[src/rtl/rv_mc_pkg.sv]
// Shared encodings for the multicycle RV32I control unit: FSM states, ALU control,
// datapath mux selects and opcodes.
package rv_mc_pkg;

    typedef enum logic [3:0] {
        StFetch, StDecode, StMemAdr, StMemRead, StMemWb, StMemWrite, StExecR, StExecI,
        StAluWb, StBranch, StJal, StJalrAdr, StJalrJmp, StLui, StAuipc, StTrap
    } state_t;

    typedef enum logic [1:0] {AluOpAdd, AluOpBranch, AluOpFunct} alu_op_t;

    localparam logic [3:0] AluAdd  = 4'b0000;
    localparam logic [3:0] AluSub  = 4'b0001;
    localparam logic [3:0] AluAnd  = 4'b0010;
    localparam logic [3:0] AluOr   = 4'b0011;
    localparam logic [3:0] AluXor  = 4'b0100;
    localparam logic [3:0] AluSll  = 4'b0101;
    localparam logic [3:0] AluSrl  = 4'b0110;
    localparam logic [3:0] AluSra  = 4'b0111;
    localparam logic [3:0] AluSlt  = 4'b1000;
    localparam logic [3:0] AluSltu = 4'b1001;

    localparam logic [1:0] SrcAPc    = 2'b00;
    localparam logic [1:0] SrcAOldPc = 2'b01;
    localparam logic [1:0] SrcARs1   = 2'b10;
    localparam logic [1:0] SrcAZero  = 2'b11;

    localparam logic [1:0] SrcBRs2  = 2'b00;
    localparam logic [1:0] SrcBImm  = 2'b01;
    localparam logic [1:0] SrcBFour = 2'b10;

    localparam logic [2:0] ImmI = 3'b000;
    localparam logic [2:0] ImmS = 3'b001;
    localparam logic [2:0] ImmB = 3'b010;
    localparam logic [2:0] ImmJ = 3'b011;
    localparam logic [2:0] ImmU = 3'b100;

    localparam logic [1:0] ResAluOut    = 2'b00;
    localparam logic [1:0] ResReadData  = 2'b01;
    localparam logic [1:0] ResAluResult = 2'b10;

    localparam logic [6:0] OpLoad   = 7'b0000011;
    localparam logic [6:0] OpStore  = 7'b0100011;
    localparam logic [6:0] OpRtype  = 7'b0110011;
    localparam logic [6:0] OpItype  = 7'b0010011;
    localparam logic [6:0] OpBranch = 7'b1100011;
    localparam logic [6:0] OpJal    = 7'b1101111;
    localparam logic [6:0] OpJalr   = 7'b1100111;
    localparam logic [6:0] OpLui    = 7'b0110111;
    localparam logic [6:0] OpAuipc  = 7'b0010111;

endpackage

[src/rtl/rv_alu_decoder.sv]
// Combinational ALU control decode from the FSM's alu_op class and the instruction funct bits.
module rv_alu_decoder
    import rv_mc_pkg::*;
(
    input  alu_op_t    alu_op,
    input  logic [2:0] funct3,
    input  logic       funct7_5,
    input  logic       is_rtype,
    output logic [3:0] alu_control,
    output logic       branch_illegal
);

    always_comb begin
        alu_control    = AluAdd;
        branch_illegal = 1'b0;
        unique case (alu_op)
            AluOpAdd: alu_control = AluAdd;
            AluOpBranch: begin
                unique case (funct3)
                    3'b000, 3'b001: alu_control = AluSub;
                    3'b100, 3'b101: alu_control = AluSlt;
                    3'b110, 3'b111: alu_control = AluSltu;
                    default: begin
                        alu_control    = AluSub;
                        branch_illegal = 1'b1;
                    end
                endcase
            end
            AluOpFunct: begin
                unique case (funct3)
                    // funct7_5 on I-type ADDI is part of the immediate, never SUB
                    3'b000:  alu_control = (is_rtype && funct7_5) ? AluSub : AluAdd;
                    3'b001:  alu_control = AluSll;
                    3'b010:  alu_control = AluSlt;
                    3'b011:  alu_control = AluSltu;
                    3'b100:  alu_control = AluXor;
                    3'b101:  alu_control = funct7_5 ? AluSra : AluSrl;
                    3'b110:  alu_control = AluOr;
                    default: alu_control = AluAnd;
                endcase
            end
            default: alu_control = AluAdd;
        endcase
    end

endmodule

[src/rtl/rv_mc_control_fsm.sv]
// Multicycle RV32I control FSM: sequences fetch/decode/execute/writeback and drives the
// datapath selects, write enables and memory handshake.
module rv_mc_control_fsm
    import rv_mc_pkg::*;
(
    input  logic       clk,
    input  logic       rst_n,
    input  logic [6:0] opcode,
    input  logic [2:0] funct3,
    input  logic       funct7_5,
    input  logic       alu_zero,
    input  logic       mem_ready,
    output logic       mem_req,
    output logic       mem_write,
    output logic       adr_src,
    output logic       ir_write,
    output logic       pc_write,
    output logic       reg_write,
    output logic [1:0] alu_src_a,
    output logic [1:0] alu_src_b,
    output logic [2:0] imm_src,
    output logic [1:0] result_src,
    output logic [3:0] alu_control,
    output logic       illegal_instr,
    output logic       instr_retire
);

    state_t  state_q, state_d;
    logic    illegal_q;
    alu_op_t alu_op;
    logic    is_rtype;
    logic    branch_illegal;
    logic    branch_taken;
    logic    mem_req_raw, mem_write_raw, ir_write_raw, pc_write_raw, reg_write_raw, retire_raw;

    rv_alu_decoder u_alu_decoder (
        .alu_op         (alu_op),
        .funct3         (funct3),
        .funct7_5       (funct7_5),
        .is_rtype       (is_rtype),
        .alu_control    (alu_control),
        .branch_illegal (branch_illegal)
    );

    // beq/bge/bgeu take on zero; bne/blt/bltu (funct3[2]^funct3[0] set) take on non-zero
    assign branch_taken = alu_zero ^ (funct3[2] ^ funct3[0]);

    always_ff @(posedge clk or negedge rst_n) begin
        if (!rst_n) begin
            state_q   <= StFetch;
            illegal_q <= 1'b0;
        end else begin
            state_q <= state_d;
            if (state_d == StTrap) illegal_q <= 1'b1;
        end
    end

    always_comb begin
        state_d       = state_q;
        mem_req_raw   = 1'b0;
        mem_write_raw = 1'b0;
        ir_write_raw  = 1'b0;
        pc_write_raw  = 1'b0;
        reg_write_raw = 1'b0;
        retire_raw    = 1'b0;
        adr_src       = 1'b0;
        alu_src_a     = SrcAPc;
        alu_src_b     = SrcBRs2;
        imm_src       = ImmI;
        result_src    = ResAluOut;
        alu_op        = AluOpAdd;
        is_rtype      = 1'b0;
        unique case (state_q)
            StFetch: begin
                mem_req_raw = 1'b1;
                alu_src_b   = SrcBFour;
                result_src  = ResAluResult;
                if (mem_ready) begin
                    ir_write_raw = 1'b1;
                    pc_write_raw = 1'b1;
                    state_d      = StDecode;
                end
            end
            StDecode: begin
                alu_src_a = SrcAOldPc;
                alu_src_b = SrcBImm;
                imm_src   = (opcode == OpJal) ? ImmJ : ImmB;
                case (opcode)
                    OpLoad, OpStore: state_d = StMemAdr;
                    OpRtype:         state_d = StExecR;
                    OpItype:         state_d = StExecI;
                    OpBranch:        state_d = StBranch;
                    OpJal:           state_d = StJal;
                    OpJalr:          state_d = StJalrAdr;
                    OpLui:           state_d = StLui;
                    OpAuipc:         state_d = StAuipc;
                    default:         state_d = StTrap;
                endcase
            end
            StMemAdr: begin
                alu_src_a = SrcARs1;
                alu_src_b = SrcBImm;
                imm_src   = (opcode == OpStore) ? ImmS : ImmI;
                state_d   = (opcode == OpStore) ? StMemWrite : StMemRead;
            end
            StMemRead: begin
                mem_req_raw = 1'b1;
                adr_src     = 1'b1;
                if (mem_ready) state_d = StMemWb;
            end
            StMemWb: begin
                result_src    = ResReadData;
                reg_write_raw = 1'b1;
                retire_raw    = 1'b1;
                state_d       = StFetch;
            end
            StMemWrite: begin
                mem_req_raw   = 1'b1;
                mem_write_raw = 1'b1;
                adr_src       = 1'b1;
                if (mem_ready) begin
                    retire_raw = 1'b1;
                    state_d    = StFetch;
                end
            end
            StExecR: begin
                alu_src_a = SrcARs1;
                alu_op    = AluOpFunct;
                is_rtype  = 1'b1;
                state_d   = StAluWb;
            end
            StExecI: begin
                alu_src_a = SrcARs1;
                alu_src_b = SrcBImm;
                alu_op    = AluOpFunct;
                state_d   = StAluWb;
            end
            StAluWb: begin
                reg_write_raw = 1'b1;
                retire_raw    = 1'b1;
                state_d       = StFetch;
            end
            StBranch: begin
                alu_src_a = SrcARs1;
                alu_op    = AluOpBranch;
                if (branch_illegal) begin
                    state_d = StTrap;
                end else begin
                    pc_write_raw = branch_taken;
                    retire_raw   = 1'b1;
                    state_d      = StFetch;
                end
            end
            StJal: begin
                alu_src_a    = SrcAOldPc;
                alu_src_b    = SrcBFour;
                pc_write_raw = 1'b1;
                state_d      = StAluWb;
            end
            StJalrAdr: begin
                alu_src_a = SrcARs1;
                alu_src_b = SrcBImm;
                state_d   = StJalrJmp;
            end
            StJalrJmp: begin
                alu_src_a    = SrcAOldPc;
                alu_src_b    = SrcBFour;
                pc_write_raw = 1'b1;
                state_d      = StAluWb;
            end
            StLui: begin
                alu_src_a = SrcAZero;
                alu_src_b = SrcBImm;
                imm_src   = ImmU;
                state_d   = StAluWb;
            end
            StAuipc: begin
                alu_src_a = SrcAOldPc;
                alu_src_b = SrcBImm;
                imm_src   = ImmU;
                state_d   = StAluWb;
            end
            StTrap: state_d = StTrap;
            default: state_d = StFetch;
        endcase
    end

    // Strobes are gated by rst_n directly so an asserted reset kills them within the cycle
    assign mem_req       = mem_req_raw & rst_n;
    assign mem_write     = mem_write_raw & rst_n;
    assign ir_write      = ir_write_raw & rst_n;
    assign pc_write      = pc_write_raw & rst_n;
    assign reg_write     = reg_write_raw & rst_n;
    assign instr_retire  = retire_raw & rst_n;
    assign illegal_instr = illegal_q;

endmodule
[config.mk]
export PLATFORM = sky130hd
export DESIGN_NAME = rv_mc_control_fsm
export DESIGN_NICKNAME = d
export VERILOG_FILES = /design/src/rtl/rv_mc_pkg.sv /design/src/rtl/rv_alu_decoder.sv /design/src/rtl/rv_mc_control_fsm.sv
export SDC_FILE = /design/constraint.sdc
export NUM_CORES = 1
export LEC_CHECK = 0
export BUFFER_PORTS_ARGS = -buffer_cell sky130_fd_sc_hd__clkbuf_2
export CORE_AREA = 10 10 53 55
export DETAILED_ROUTE_END_ITERATION = 10
export DIE_AREA = 0 0 63 65
export HOLD_SLACK_MARGIN = 0.02
export PLACE_DENSITY_LB_ADDON = 0.25
export SLEW_MARGIN = 10
export SYNTH_ARGS = -nofsm -noshare
export SYNTH_HDL_FRONTEND = slang
export SYNTH_HIERARCHICAL = 1
export SYNTH_SLANG_ARGS = --single-unit
[constraint.sdc]
create_clock -name clk -period 6.2 [get_ports clk]
set_input_delay 0.93 -clock clk [delete_from_list [all_inputs] [get_ports clk]]
set_output_delay 0.93 -clock clk [all_outputs]
set_load 0.01 [all_outputs]
After elaboration in Yosys (flattened, before gate mapping)
Index checks and enable logic that the tools add are counted.
W data, S select, Z words.

operators by class
  magnitude comparators = 0
  multiplexer cells = 32
  add/subtract/negate cells = 0
  bitwise gates (word level) = 8
  reductions and logical operators = 18
  eq/ne operators = 34
  shift-type cells = 0
  div/mod/pow operators = 0
  multiply operators = 0

operators by type and width
  cell                  number
  $pmux W4 S10          1
  $eq A4 B4 Y1 const B  9
  $pmux W4 S8           1
  $pmux W4 S7           1
  $eq A7 B6 Y1 const B  3
  $eq A7 B7 Y1 const B  3
  $reduce_or A6 Y1      3
  $eq A4 B3 Y1 const B  4
  $mux W4               4
  $pmux W4 S2           2
  $reduce_or A2 Y1      8
  $mux W1               15
  $eq A7 B5 Y1 const B  2
  $eq A3 B3 Y1 const B  4
  $pmux W2 S2           3
  $pmux W3 S3           1
  $eq A4 B2 Y1 const B  2
  $eq A7 B2 Y1 const B  1
  $and A1 B1 Y1         6
  $eq A3 B2 Y1 const B  2
  $pmux W1 S3           2
  $pmux W2 S3           1
  $reduce_or A3 Y1      2
  $reduce_or A5 Y1      1
  other kinds (10)      11

word-level totals
  logic and storage cells = 94
  input port bits = 15
  bits in registers = 5
  latch bits = 0
  memory bits (read-only) = 0
  output and inout port bits = 21
  bits in writable memories = 0
  memories = 0

Depth between registers and ports, before layout
  depth after elaboration = 8
  mapped depth = 13

Modules after synthesis
Netlist, hierarchy kept.

by module, submodules not included
  module             sequential area each (µm²)  times used  area an instance (µm²)  cells an instance
  rv_mc_control_fsm  125.1                       1           726.9                   108
  rv_alu_decoder     0.0                         1           143.9                   22

Least setup slack after synthesis
Ideal clock, no wire load.

  kind = input to output
  from = in opcode[2]
  to = out imm_src[0]
  stages on the path = 3
  arrival time = 1,882 ps
  setup slack = 3,388 ps
  path buffers = 0
  data required time = 5,270 ps
  cells stage by stage = or3_4 -> o22ai_1 -> nor4b_1

on the way
  longest elaborated chain between the ends = 3
  elaborated cells between the ends (all ways) = 5
  those cells by class = 2 x eq/ne; 3 x mux

ends and longest elaborated chain
  element                                              RTL line                                           source
  start, declared                                      rv_mc_control_fsm.sv:8                             input logic [6:0] opcode,
  $eq A7 B6 Y1 / $eq A7 B7 Y1 (equally long branches)  rv_mc_control_fsm.sv:103, rv_mc_control_fsm.sv:87
  $mux W1 (on tied branches)                           rv_mc_control_fsm.sv:103, rv_mc_control_fsm.sv:87
  $pmux W3 S3 (*)                                      rv_mc_control_fsm.sv:73                            unique case (state_q)
  end, declared                                        rv_mc_control_fsm.sv:21                            output logic [2:0] imm_src,

Every way passes the cells marked *; elsewhere a longest branch is shown, timed or not.

Worst setup path in the final report
  from = reg state_q[1]
  to = out pc_write

on the way
  longest elaborated chain between the ends = 8
  elaborated cells between the ends (all ways) = 14
  those cells by class = 6 x eq/ne; 4 x mux; 1 x bitwise; 3 x reduce/logical

ends and longest elaborated chain
  element                     RTL line                  source
  start, declared             rv_mc_control_fsm.sv:28   state_t state_q, state_d;
  start signal, assigned      rv_mc_control_fsm.sv:50   state_q <= StFetch;
  start signal, assigned      rv_mc_control_fsm.sv:53   state_q <= state_d;
  $eq A4 B3 Y1                rv_mc_control_fsm.sv:73
  $reduce_or A2 Y1 (no line)  --
  $pmux W2 S2 (*)             rv_mc_control_fsm.sv:73
  net alu_op[0]               rv_mc_control_fsm.sv:30   alu_op_t alu_op;
  $eq A2 B1 Y1 (*)            rv_alu_decoder.sv:16      unique case (alu_op)
  $mux W1 (*)                 rv_alu_decoder.sv:16
  net branch_illegal          rv_mc_control_fsm.sv:32   logic branch_illegal;
  $mux W1 (*)                 rv_mc_control_fsm.sv:146  if (branch_illegal) begin
  $pmux W1 S3 (*)             rv_mc_control_fsm.sv:73
  $and A1 B1 Y1 (*)           rv_mc_control_fsm.sv:192  assign pc_write = pc_write_raw & rst_n;
  end, declared               rv_mc_control_fsm.sv:17   output logic pc_write,

Mark *: on every way through the listed nets, which the timed path passes. The rest lies on a longest branch.

==> impl_metrics.yaml <==
run_status:
  status: "completed"
sta:
  period_share_pct: 52.45
  tns_ns: 0
  max_freq_mhz: 307.5
  fin_worst_skew_ns: 0.001962
  worst_pin_slew_ns: 0.4514
  finalWorstPathRequiredPeriod_ns: 3.252
  slew_viol_final: 0
  setup_viol: 0
  slew_headroom_pct: 69.91
  layout_setup_ws_ns: 2.948
  fin_worst_hold_slack_ns: 0.4792
  rsz0062_at_grt: "no"
  hold_viol: 0
worst_setup_path:
  rrSetupSlack_ns: 3.52
  path_class: "reg -> out"
  r2r-end: "illegal_instr$_DFFE_PN0N_"
  critPathTopFamily: "simple AND/OR/NAND/NOR gates"
  critPathCaptureType: "output pin"
  cp-endpoint: "pc_write"
  r2r_start: "state_q[1]$_DFF_PN0_"
  critical_path_arrival_ns: 2.32
  cp-start-kind: "register"
  worst_path_largest_cell_delay_ns: 0.61
  worstPathRequired_ns: 5.27
  path_max_fanout: 16
  cp_slowest_cell: "dfrtp_1"
  crit_path_cell_trace: "inv_1, nand2_1, nor2_1, ha_1, nand2_1, nor2_1, nor4_1, o21a_1, clkbuf_2"
  path_buf_inv: 2
  crit_start: "state_q[1]$_DFF_PN0_"
  cp.depth: 9
  reg2reg_depth: 11
cells_and_area:
  fin_nets: 180
  mostFrequentLayoutCells: "clkbuf_2, nand2_1, nor2_1, a21oi_1"
  final_cell_count_no_fill: 189
  drive_gt1_share_pct: 25.93
  fillCellCount: 195
  layout_commonest_cell: "clkbuf_2"
  n_antenna_cell: 0
  area.growth.synth_to_final_pct: 23.28
clock_tree:
  cts_setup_buffers: 0
  cts_tree: "done"
  cts_hold_buf: 0
  clk_latency_ns: 0.23
  clkSinkCount: 5
  htreeDepth: 1
  cts_buffers: 3
  cts-root-buf: "clkbuf_4"
  post_cts_resized: 0
  clk_path_buf_depth: 2
  clkTransAtPathRegs_ns: 0.04
detailed_routing:
  vias_per_cell: 5.587
  dr.pass1.iters: 4
  wl_um: 2499
  wl_per_cell_um: 13.22
  final_antenna_net_count: 0
  drt_iter0_markers: 50
  drc: 0
  via_count: 1056
synthesis:
  yosysWarnings: 6
  synthAdderAreaFrac_pct: 2.874
  syn_nets: 147
  synthCells: 130
  synth_xor_area_share_pct: 5.029
  ys_async_sr_fraction_pct: 100.0
  ys_seq_area_share_pct: 14.37
  yosysUniqueCellTypes: 49
  synth_area_per_cell_um2: 6.699
  yosys-mux-area-fraction_pct: 0
  synth-seq-cells: 5
  synth-edff-count: 0
  synth_top_family_by_area: "simple AND/OR/NAND/NOR gates"
  synth_compound_area_share_pct: 31.90
  ys.flop_type: "dfrtp_1"
  synthSimpleGateAreaFrac_pct: 37.79
  syn_area_um2: 870.8
global_route:
  antenna_found_initial: 0
  overflow: 0
  grt_pass1_wl_um: 4264
  grt_pass1_vias: 961
  grt_max_degree: 18
  grt_use_total_pct: 11.82
floorplanning:
  rows: 16
  fp.dieW_um: 63
  coreArea_mm2: 0.001862
  num_io_pins: 36
  start_util_pct: 46.77
  dieArea_mm2: 0.004095
  chipHeight_um: 65
worst_hold_path:
  hp-start: "illegal_instr$_DFFE_PN0N_"
  min_path_type: "reg -> reg"
power_and_ir_drop:
  total_leakage_power_nw: 0.5209
  p_per_area_mw_per_mm2: 390.0
  vdd.ir_drop.worst_uv: 257.6
placed_design:
  dp_slack_ns: 3.203
  post-dp-hpwl_um: 2053
  placed_cells: 185
  portBuffers: 35
  gp_congestion: 0.8501
run:
  maxCapViolCount: 0
cell families (layout without fill, tap and decap cells):
kind of cell / after synthesis / count (layout)
adders and majority gates: 2 / 2
and+or+nand+nor: 60 / 60
xor gates and xnor gates: 5 / 5
DFF: 5 / 5
buffers and inverters: 17 / 49
AOI/OAI and AO/OA: 41 / 41
through the flow:
step	power (mW)	utilization [%]	cell area, µm²
after floorplan	0.2937	-	870.8
after detailed placement	0.3827	56.25	1047
after global placement	0.3813	56.25	1047
after CTS	0.4214	57.66	1074
final	0.4187	57.66	1074
after global routing	0.4643	57.66	1074
worst min path at each step:
stage,slack [ns],depth (start not counted),to
floorplan,0.50,1,illegal_instr$_DFFE_PN0N_
global placement,0.45,1,illegal_instr$_DFFE_PN0N_
detailed placement,0.48,1,illegal_instr$_DFFE_PN0N_
CTS,0.49,1,illegal_instr$_DFFE_PN0N_
global route,0.51,1,illegal_instr$_DFFE_PN0N_
finish,0.48,1,illegal_instr$_DFFE_PN0N_
sequential cells by signal (all words and copies together), names as in the netlist:
register,cells
illegal_instr,1
state_q,4
Yosys cell counts (all sizes together) (3+ instances only):
library cell | instances | area, µm²
nor2 | 10 | 37.54
nor2b | 3 | 18.77
buf | 4 | 21.27
xnor2 | 3 | 26.28
o22ai | 3 | 18.77
clkbuf | 3 | 11.26
nand2b | 4 | 25.02
nand2 | 14 | 52.55
nor3 | 5 | 25.02
inv | 9 | 33.78
or3 | 4 | 30.03
a21oi | 10 | 50.05
dfrtp | 5 | 125.1
nand3 | 3 | 15.01
o21ai | 9 | 45.04
report_power, final:
part	internal [mW]	switching, mW
clock	0.0243	0.0122
combinational	0.126	0.165
sequential	0.0474	0.0447
total	0.197	0.221
cell type report:
cell class	count	area (µm²)	share of cell area (%)
tap	27	33.78	3.147
sequential	5	125.1	11.66
inverter	10	37.54	3.497
clock buffer	4	26.28	2.448
timing repair buffer	35	175.2	16.32
multi-input combinational	108	675.6	62.94
per-layer routing:
layer / global-route usage (%) / part of all wire (%) / routed length, µm
met5: 0 / 0 / 0
met4: 2.514 / 0 / 0
met3: 2.062 / 4.5 / 112
met2: 20.43 / 49 / 1229
met1: 14.89 / 46 / 1157
No activity file was read; power rests on OpenSTA's default activity.
